==> src/rtl/control_sequencer_pkg.sv <==
// rtl/control_sequencer_pkg.sv - shared opcode, ALU, GPR-select, state and control-vector definitions
package control_sequencer_pkg;

    localparam logic [3:0] OP_NOP   = 4'd0;
    localparam logic [3:0] OP_ADD   = 4'd1;
    localparam logic [3:0] OP_SUB   = 4'd2;
    localparam logic [3:0] OP_AND   = 4'd3;
    localparam logic [3:0] OP_OR    = 4'd4;
    localparam logic [3:0] OP_XOR   = 4'd5;
    localparam logic [3:0] OP_LOAD  = 4'd6;
    localparam logic [3:0] OP_STORE = 4'd7;
    localparam logic [3:0] OP_HALT  = 4'd8;

    localparam logic [2:0] ALU_ADD = 3'd0;
    localparam logic [2:0] ALU_SUB = 3'd1;
    localparam logic [2:0] ALU_AND = 3'd2;
    localparam logic [2:0] ALU_OR  = 3'd3;
    localparam logic [2:0] ALU_XOR = 3'd4;
    localparam logic [2:0] ALU_INC = 3'd7;

    localparam logic [2:0] SEL_RD1 = 3'd0;
    localparam logic [2:0] SEL_RD2 = 3'd1;
    localparam logic [2:0] SEL_RS1 = 3'd2;
    localparam logic [2:0] SEL_RS2 = 3'd3;
    localparam logic [2:0] SEL_PC  = 3'd4;

    typedef enum logic [3:0] {
        ST_IDLE   = 4'd0,
        ST_F0     = 4'd1,
        ST_F1     = 4'd2,
        ST_F2     = 4'd3,
        ST_F3     = 4'd4,
        ST_DEC    = 4'd5,
        ST_E0     = 4'd6,
        ST_E1     = 4'd7,
        ST_E2     = 4'd8,
        ST_HALTED = 4'd9
    } state_t;

    typedef struct packed {
        logic [2:0] alu_control;
        logic       gpr_in;
        logic       gpr_out;
        logic [2:0] gpr_select;
        logic       ir_in;
        logic       mar_in;
        logic       mdr_in;
        logic       mdr_out;
        logic       y_in;
        logic       z_in;
        logic       z_out;
        logic       ram_read;
        logic       ram_write;
        logic       y_shift_left;
        logic       y_shift_right;
        logic       instr_done;
    } ctrl_t;

    function automatic logic is_alu_op(input logic [3:0] op);
        return (op >= OP_ADD) && (op <= OP_XOR);
    endfunction

    function automatic logic is_illegal(input logic [3:0] op);
        return op > OP_HALT;
    endfunction

    function automatic logic [2:0] alu_code(input logic [3:0] op);
        case (op)
            OP_ADD:  return ALU_ADD;
            OP_SUB:  return ALU_SUB;
            OP_AND:  return ALU_AND;
            OP_OR:   return ALU_OR;
            OP_XOR:  return ALU_XOR;
            default: return ALU_ADD;
        endcase
    endfunction

endpackage

==> src/rtl/control_sequencer_decode.sv <==
// rtl/control_sequencer_decode.sv - combinational next-state and control-vector decode
module control_decode
    import control_sequencer_pkg::*;
#(
    parameter bit RUN_GATE = 1'b1
) (
    input  logic [3:0] state,
    input  logic       run,
    input  logic [3:0] opcode,
    input  logic       S,
    input  logic [1:0] shift,
    input  logic [3:0] opcode_held,
    input  logic       S_held,
    input  logic [1:0] shift_held,
    output logic [3:0] next_state,
    output ctrl_t      ctrl,
    output logic       set_halted,
    output logic       set_illegal
);

    logic [3:0] op;
    logic       s_eff;
    logic [1:0] shift_eff;
    logic       no_exec;

    // IR fields are live while entering and leaving DEC; execute steps use the copy captured at DEC.
    always_comb begin
        if ((state == ST_F3) || (state == ST_DEC)) begin
            op        = opcode;
            s_eff     = S;
            shift_eff = shift;
        end else begin
            op        = opcode_held;
            s_eff     = S_held;
            shift_eff = shift_held;
        end
        no_exec = (op == OP_NOP) || is_illegal(op);
    end

    always_comb begin
        next_state = ST_IDLE;
        case (state)
            ST_IDLE:   next_state = (run || !RUN_GATE) ? ST_F0 : ST_IDLE;
            ST_F0:     next_state = ST_F1;
            ST_F1:     next_state = ST_F2;
            ST_F2:     next_state = ST_F3;
            ST_F3:     next_state = ST_DEC;
            ST_DEC: begin
                if (op == OP_HALT)
                    next_state = ST_HALTED;
                else if (no_exec)
                    next_state = ST_IDLE;
                else
                    next_state = ST_E0;
            end
            ST_E0:     next_state = ST_E1;
            ST_E1:     next_state = ST_E2;
            ST_E2:     next_state = ST_IDLE;
            ST_HALTED: next_state = ST_HALTED;
            default:   next_state = ST_IDLE;
        endcase
    end

    // Controls are computed for the state being entered so they register in alongside it.
    always_comb begin
        ctrl        = '0;
        set_halted  = 1'b0;
        set_illegal = 1'b0;
        case (next_state)
            ST_F0: begin
                ctrl.gpr_select = SEL_PC;
                ctrl.gpr_out    = 1'b1;
                ctrl.mar_in     = 1'b1;
                ctrl.y_in       = 1'b1;
            end
            ST_F1: begin
                ctrl.ram_read    = 1'b1;
                ctrl.alu_control = ALU_INC;
                ctrl.z_in        = 1'b1;
            end
            ST_F2: begin
                ctrl.z_out      = 1'b1;
                ctrl.gpr_select = SEL_PC;
                ctrl.gpr_in     = 1'b1;
            end
            ST_F3: begin
                ctrl.mdr_out = 1'b1;
                ctrl.ir_in   = 1'b1;
            end
            ST_DEC: begin
                ctrl.instr_done = no_exec;
                set_illegal     = is_illegal(op);
            end
            ST_E0: begin
                ctrl.gpr_out = 1'b1;
                if (is_alu_op(op)) begin
                    ctrl.gpr_select = SEL_RS2;
                    ctrl.y_in       = 1'b1;
                end else begin
                    ctrl.gpr_select = SEL_RS1;
                    ctrl.mar_in     = 1'b1;
                end
            end
            ST_E1: begin
                if (is_alu_op(op)) begin
                    ctrl.gpr_select    = SEL_RS1;
                    ctrl.gpr_out       = 1'b1;
                    ctrl.alu_control   = alu_code(op);
                    ctrl.z_in          = 1'b1;
                    ctrl.y_shift_left  = !s_eff && (shift_eff != 2'd0);
                    ctrl.y_shift_right = s_eff && (shift_eff != 2'd0);
                end else if (op == OP_LOAD) begin
                    ctrl.ram_read = 1'b1;
                end else begin
                    ctrl.gpr_select = SEL_RD1;
                    ctrl.gpr_out    = 1'b1;
                    ctrl.mdr_in     = 1'b1;
                end
            end
            ST_E2: begin
                ctrl.instr_done = 1'b1;
                if (is_alu_op(op)) begin
                    ctrl.z_out      = 1'b1;
                    ctrl.gpr_select = SEL_RD1;
                    ctrl.gpr_in     = 1'b1;
                end else if (op == OP_LOAD) begin
                    ctrl.mdr_out    = 1'b1;
                    ctrl.gpr_select = SEL_RD1;
                    ctrl.gpr_in     = 1'b1;
                end else begin
                    ctrl.ram_write = 1'b1;
                end
            end
            ST_HALTED: set_halted = 1'b1;
            default: ;
        endcase
    end

endmodule

==> src/rtl/control_sequencer.sv <==
// rtl/control_sequencer.sv - fpg8 microsequencer top: state, IR-field capture and output registers
module control_sequencer
    import control_sequencer_pkg::*;
#(
    parameter int STATE_W  = 4,
    parameter bit RUN_GATE = 1'b1
) (
    input  logic               clk,
    input  logic               reset,
    input  logic               run,
    input  logic [3:0]         opcode,
    input  logic               S,
    input  logic [1:0]         shift,
    output logic [2:0]         ALU_control,
    output logic               GPR_in,
    output logic               GPR_out,
    output logic [2:0]         GPR_select,
    output logic               IR_in,
    output logic               MAR_in,
    output logic               MDR_in,
    output logic               MDR_out,
    output logic               Y_in,
    output logic               Z_in,
    output logic               Z_out,
    output logic               RAM_enable_read,
    output logic               RAM_enable_write,
    output logic               Y_out,
    output logic               Y_offset_in,
    output logic               Y_shift_left,
    output logic               Y_shift_right,
    output logic               halted,
    output logic               illegal_op,
    output logic               instr_done,
    output logic [STATE_W-1:0] state_out
);

    logic [3:0] state;
    logic [3:0] next_state;
    logic [3:0] opcode_held;
    logic       S_held;
    logic [1:0] shift_held;
    logic       set_halted;
    logic       set_illegal;
    ctrl_t      ctrl_next;
    ctrl_t      ctrl_q;

    control_decode #(
        .RUN_GATE (RUN_GATE)
    ) u_decode (
        .state       (state),
        .run         (run),
        .opcode      (opcode),
        .S           (S),
        .shift       (shift),
        .opcode_held (opcode_held),
        .S_held      (S_held),
        .shift_held  (shift_held),
        .next_state  (next_state),
        .ctrl        (ctrl_next),
        .set_halted  (set_halted),
        .set_illegal (set_illegal)
    );

    always_ff @(posedge clk) begin
        if (!reset) begin
            state       <= ST_IDLE;
            ctrl_q      <= '0;
            halted      <= 1'b0;
            illegal_op  <= 1'b0;
            opcode_held <= '0;
            S_held      <= 1'b0;
            shift_held  <= '0;
        end else begin
            state      <= next_state;
            ctrl_q     <= ctrl_next;
            halted     <= halted | set_halted;
            illegal_op <= illegal_op | set_illegal;
            if (state == ST_DEC) begin
                opcode_held <= opcode;
                S_held      <= S;
                shift_held  <= shift;
            end
        end
    end

    assign ALU_control      = ctrl_q.alu_control;
    assign GPR_in           = ctrl_q.gpr_in;
    assign GPR_out          = ctrl_q.gpr_out;
    assign GPR_select       = ctrl_q.gpr_select;
    assign IR_in            = ctrl_q.ir_in;
    assign MAR_in           = ctrl_q.mar_in;
    assign MDR_in           = ctrl_q.mdr_in;
    assign MDR_out          = ctrl_q.mdr_out;
    assign Y_in             = ctrl_q.y_in;
    assign Z_in             = ctrl_q.z_in;
    assign Z_out            = ctrl_q.z_out;
    assign RAM_enable_read  = ctrl_q.ram_read;
    assign RAM_enable_write = ctrl_q.ram_write;
    assign Y_shift_left     = ctrl_q.y_shift_left;
    assign Y_shift_right    = ctrl_q.y_shift_right;
    assign instr_done       = ctrl_q.instr_done;
    assign Y_out            = 1'b0;
    assign Y_offset_in      = 1'b0;
    assign state_out        = STATE_W'(state);

endmodule

==> config.mk <==
export PLATFORM = sky130hd
export DESIGN_NAME = control_sequencer
export DESIGN_NICKNAME = d
export VERILOG_FILES = /design/src/rtl/control_sequencer_pkg.sv /design/src/rtl/control_sequencer_decode.sv /design/src/rtl/control_sequencer.sv
export SDC_FILE = /design/constraint.sdc
export NUM_CORES = 1
export LEC_CHECK = 0
export BUFFER_PORTS_ARGS = -buffer_cell sky130_fd_sc_hd__buf_4
export CAP_MARGIN = 20
export CORE_MARGIN = 5
export CORE_UTILIZATION = 40
export CTS_BUF_LIST = sky130_fd_sc_hd__clkbuf_16
export CTS_CLUSTER_DIAMETER = 200
export DETAILED_ROUTE_END_ITERATION = 8
export REMOVE_ABC_BUFFERS = 1
export SLEW_MARGIN = 20
export SYNTH_ARGS = -nofsm -noshare
export SYNTH_HDL_FRONTEND = slang
export SYNTH_SLANG_ARGS = --single-unit
==> constraint.sdc <==
create_clock -name clk -period 2.7 [get_ports clk]
set_clock_uncertainty 0.2 [all_clocks]
set_input_delay 0.135 -clock clk [delete_from_list [all_inputs] [get_ports clk]]
set_output_delay 0.135 -clock clk [all_outputs]
set_load 0.01 [all_outputs]
* Yosys cells after proc, flatten, opt, wreduce, memory -nomap -nowiden
Cells that the tools add are included.
Storage, ports and cells: flip-flop bits (word level) 33, input bits 10, output and inout bits 28, word-level logic and storage cells 97
Cells by class: order comparisons 3, eq/ne operators 23, mux-type cells 33, bitwise logic cells 2, reduce and logical (&&, ||, !) cells 14
Operators by type and width (count):
- $eq 4x3->1 const B | 11
- $pmux 4 s9 | 1
- $eq 4x2->1 const B | 6
- $pmux 1 s2 | 9
- $eq 4x4->1 const B | 4
- $mux 4 | 4
- $mux 1 | 13
- $pmux 3 s4 | 1
- $pmux 3 s3 | 1
- $eq 4x1->1 const B | 2
- $logic_not 4->1 | 2
- $mux 3 | 2
- $pmux 3 s2 | 1
- $ge 4x1->1 const B | 1
- $gt 4x4->1 const B | 1
- $le 4x3->1 const B | 1
- $reduce_and 2->1 | 2
- $reduce_or 2->1 | 2
- $logic_and 1x1->1 | 3
- $reduce_and 3->1 | 1
- $logic_or 1x1->1 | 2
- $mux 2 | 1
- $or 1x1->1 | 2
- $reduce_bool 2->1 | 1
- $logic_not 1->1 | 1

* Logic depth before layout (Yosys ltp)
word-level depth 11, mapped depth 7, gate-level depth less buffers 6

* Cells and area by module
A second synthesis with hierarchy kept.
Unflattened totals: cell total of the unflattened synthesis 187, area, all modules 1646.6 sq um
By module, submodules not included:
- control_sequencer | instances 1, cells an instance 89, area an instance 1008.5 sq um, seq. area each 660.6 sq um
- control_decode | instances 1, cells an instance 98, area an instance 638.1 sq um, seq. area each 0.0 sq um

* Worst setup path before layout
OpenSTA, ideal clock, no wires.
kind reg2reg, start register state[1], in the netlist state_out[1], end register ctrl_q, in the netlist ALU_control[0], setup time 0.069 ns, arrival 1.869 ns, data required time 2.431 ns, path slack 0.562 ns, cell stages (with the launch flop) 8, buffers on the path 2, clock period less this slack 2.138 ns, cells stage by stage dfxtp_1 buf_2 nor3b_1 mux2i_1 o21ai_2 or2_0 buf_2 o21ai_1
On the way: word-level cells in the longest chain between the ends 10, elaborated cells on any way between the ends 30, classes of those cells 3 x order compare; 15 x eq/ne; 7 x mux; 5 x reduce/logical
Ends and longest elaborated chain:
- start, declared | line control_sequencer.sv:37 | logic [3:0] state;
- start signal, assigned | line control_sequencer.sv:74 | state <= next_state;
- $eq 4x3->1 | line control_sequencer_decode.sv:28, control_sequencer_decode.sv:42
- $logic_or 1x1->1 | line control_sequencer_decode.sv:28 | if ((state == ST_F3) || (state == ST_DEC)) begin
- $mux 4 | line control_sequencer_decode.sv:28
- $gt 4x4->1 / $logic_not 4->1 (equally long branches) | line control_sequencer_pkg.sv:64, control_sequencer_decode.sv:37
- $logic_or 1x1->1 | line control_sequencer_decode.sv:37 | no_exec = (op == OP_NOP) || is_illegal(op);
- $mux 3 | line control_sequencer_decode.sv:51 | else if (no_exec)
- $mux 4 | line control_sequencer_decode.sv:49 | if (op == OP_HALT)
- $pmux 4 s9 | line control_sequencer_decode.sv:42 | case (state)
- $eq 4x3->1 / $eq 4x2->1 (equally long branches) | line control_sequencer_decode.sv:69 | case (next_state)
- $pmux 3 s2 * | line control_sequencer_decode.sv:69
- end signal, assigned | line control_sequencer.sv:75 | ctrl_q <= ctrl_next;
- end, declared | line control_sequencer.sv:45 | ctrl_t ctrl_q;
Mark *: on every way between the ends. The rest lies on a longest branch, timed or not. A chain may end at the register's enable or synchronous reset.

* Final worst setup path
start input port run, end register ctrl_q, in the netlist GPR_in
On the way: word-level cells in the longest chain between the ends 4, elaborated cells on any way between the ends 5, classes of those cells 2 x eq/ne; 3 x mux
Ends and longest elaborated chain:
- start, declared | line control_sequencer.sv:10 | input logic run,
- $mux 1 * | line control_sequencer_decode.sv:43 | ST_IDLE: next_state = (run || !RUN_GATE) ? ST_F0 : ST_IDLE;
- $pmux 4 s9 * | line control_sequencer_decode.sv:42
- $eq 4x4->1 / $eq 4x2->1 (equally long branches) | line control_sequencer_decode.sv:69
- $pmux 1 s2 * | line control_sequencer_decode.sv:69
Marked as above.

==> summary.md <==
| Metric | Value |
|---|---|
| IO buf count | 35 |
| Placed inst area | 1740 um2 |
| Slew HR | 0.596 |
| Sink Count | 33 |
| Outcome | complete, no violations |
| Die area | 4920 um2 |
| Area Growth Syn to Fin | 35.7% |
| Fill cells | 321 |
| Mapped Area | 1450 um2 |
| Post-layout min period | 2.31 ns |
| Critical Path Max Stage Delay | 0.54 ns |
| First drt pass iteration count | 4 |
| Setup ws final | 0.391 ns |
| Core area | 3420 um2 |
| Post CTS Setup Buffer Count | 0 |
| Starting Density | 0.424 |
| Leakage power | 0.833 nW |
| Io pins | 38 |
| Via density | 5.05 |
| Hold_sp | halted |
| Post-DP HPWL | 2550 um |
| Worst hold path depth | 2 |
| Worst Path Max Fanout | 5 |
| Drt initial violations | 87 |
| FF+latch area | 661 um2 |
| DRC | 0 |
| First-pass GRT wire length | 5710 um |
| Synth area leader | dfxtp_1 |
| Worst min-delay path category | reg -> reg |
| Pin count of the biggest net entering global routing | 13 |
| Design Power | 0.00124 W |
| Final hold vios | 0 |
| DIE WIDTH | 70.2 um |
| Peak Freq | 433 MHz |
| Wirelength, routed | 3370 um |
| CTS clock-pin slew for the worst setup and hold paths | 0.05 ns |
| Routed wire per std cell | 13.3 um |
| Top_reg_cell synth | dfxtp_1 |
| Clk Latency, worst-skew pair | 0.27 ns |
| Data required time of the critical path | 2.69 ns |
| TritonCTS clock tree | yes |
| Crit Reg-Reg Endpoint | GPR_in |
| Final slew viol count | 0 |
| Worst Hold Path EP | halted |
| CP startpoint kind | primary input |
| Vert. Die Dim | 70.2 um |
| Vias in the first global route | 1164 |
| Distinct cells, synth | 48 |
| Antenna Violating Nets Remaining | 0 |
| Number of synthesized register bits | 33 |
| Longest Clk Path Bufs | 2 |
| Period utilization | 0.855 |
| Avg Inst Size Synth | 9.05 um2 |
| Nets | 216 |
| Via count | 1278 |
| Final GP Congestion | 0.934 |
| Largest vdd supply drop | 309 uV |
| Clock root cell | clkbuf_16 |
| ANT cells | 0 |
| RSZ-0062 raised after global routing | false |
| Share of the yosys chip area belonging to registers | 0.456 |
| H-tree Lvls | 2 |
| Final instance area | 1960 um2 |
| Warnings from Yosys | 0 |
| Slowest CP cell | dlygate4sd3_1 |
| Synth top area share | 0.456 |
| Cells after Synth | 160 |
| Remaining Overflow, GRT | 0 |
| Gr usage total | 0.146 |
| Arr. time, crit path | 2.30 ns |
| Share of layout cells above drive strength 1 | 0.246 |
| Initial antenna violation count | 0 |
| R2R Setup Slk | 0.41 ns |
| Crit path cell chain | dlygate4sd3_1, buf_4, or3_1, nor3b_1, a211oi_1, nand2_1, o21ai_0 |
| EDFF count, synth | 0 |
| Multi-input gate area | 709 um2 |
| R2R cell count | 5 |
| Synth area leaders | dfxtp_1 (46%), mux2i_1 (5.5%), nor2_1 (5.4%) |
| Pre-CTS WS | 0.468 ns |
| Worst setup EP type | flip-flop |
| Final setup viols | 0 |
| Post-synth ARST share | 0 |
| PD cells | 632 nW/um2 |
| Post-route setup TNS | 0 ns |
| Number of max-cap violations | 0 |
| Crit Reg-Reg Startpoint | state_out[1] |
| Setup CP Type | in -> reg |
| FP Rows | 21 |
| Slew @ Worst Pin | 0.602 ns |
| Number of CTS-inserted buffers | 5 |
==> routing by layer <==
metal  wire length, um  vias up  track usage
li1                  -      655            -
met5                 0        -            0
met3               245        8       0.0574
met1              1560      569        0.190
met2              1500       46        0.213
met4                75        0       0.0638
==> sequential cells by signal, indices dropped and copies added (netlist names), 2 cells and up <==
name         flops
ALU_control      3
GPR_select       3
opcode_held      4
shift_held       2
state_out        4
==> cells in the mapped netlist (2+ instances only) <==
library cell,instances
nor4b_1,3
o211a_1,2
nand2b_1,4
nand3b_1,3
nor3b_1,4
nand3_1,2
nor2b_1,4
o21ai_0,10
a211oi_1,2
nor4_1,2
dfxtp_1,33
buf_4,2
nand4_1,2
nor3_1,5
nor2_1,21
buf_2,5
o21ai_1,2
mux2i_1,8
a31oi_1,2
a21oi_1,3
a311oi_1,2
nand2_1,7
inv_1,7
==> what timing repair did <==
item,CTS,global route
hold endpoints to repair,12,0
resized for setup,0,0
hold buffers,9,0
==> metrics by stage <==
stage	std cells	hold slack [ns]	utilization
after floorplan	153	0.0436	-
after global placement	236	0.170	0.508
after detailed placement	236	0.185	0.508
after CTS	253	0.279	0.575
after global routing	253	0.332	0.575
final	253	0.271	0.575
==> report_power, final <==
group / switching (W) / internal, W / leakage, nW
Sequential: 0.0000215 / 0.000514 / 0.268
Clock: 0.000185 / 0.000333 / 0.0748
Combinational: 0.0000978 / 0.0000894 / 0.490
Total: 0.000305 / 0.000937 / 0.833
==> how the worst max path moves through the flow <==
stage,start,to,slack (ns),depth (start not counted)
floorplan,state_out[2],ALU_control[0],0.03,5
detailed placement,state_out[1],GPR_in,0.47,5
CTS,opcode[0],ALU_control[0],0.41,7
global placement,state_out[1],Z_out,0.46,5
finish,run,GPR_in,0.39,7
global route,state_out[1],Z_out,0.16,5
==> logic make-up (layout without fill, tap and decap cells) <==
| family | count (synthesis) | count (layout) | share of synthesized area |
|---|---|---|---|
| AOI/OAI and AO/OA | 30 | 30 | 0.141 |
| xor gates and xnor gates | 2 | 2 | 0.0121 |
| buffers and inverters | 16 | 62 | 0.0562 |
| DFF | 33 | 33 | 0.456 |
| muxes | 9 | 9 | 0.0631 |
| other | 1 | 2 | 0.00259 |
| and+or+nand+nor | 69 | 69 | 0.269 |
==> layout make-up <==
class                           count  share of cell area
Clock inverter                      3             0.00701
Clock buffer                        5              0.0637
Sequential cell                    33               0.336
Timing Repair Buffer               46               0.187
Inverter                            8              0.0153
Tap cell                           46              0.0293
Multi-Input combinational cell    112               0.361
==> worst max-delay path, delay by kind of cell <==
family	cells	cell delay [ns]
buffers and inverters	2	0.68
AND/OR/NAND/NOR	3	0.71
AO/OA/AOI/OAI	2	0.77
==> cell usage in the layout, fill, tap and decap left out, types with 3 or more instances in the layout <==
master          n
a21oi_1         3
buf_4          37
clkbuf_16       5
dfxtp_1        33
dlygate4sd3_1   9
inv_1           8
mux2i_1         8
nand2_1         7
nand2b_1        4
nand3b_1        3
nor2_1         21
nor2b_1         4
nor3_1          5
nor3b_1         4
nor4b_1         3
o21ai_0        10
Note: power is estimated with default switching activity, not from simulation.
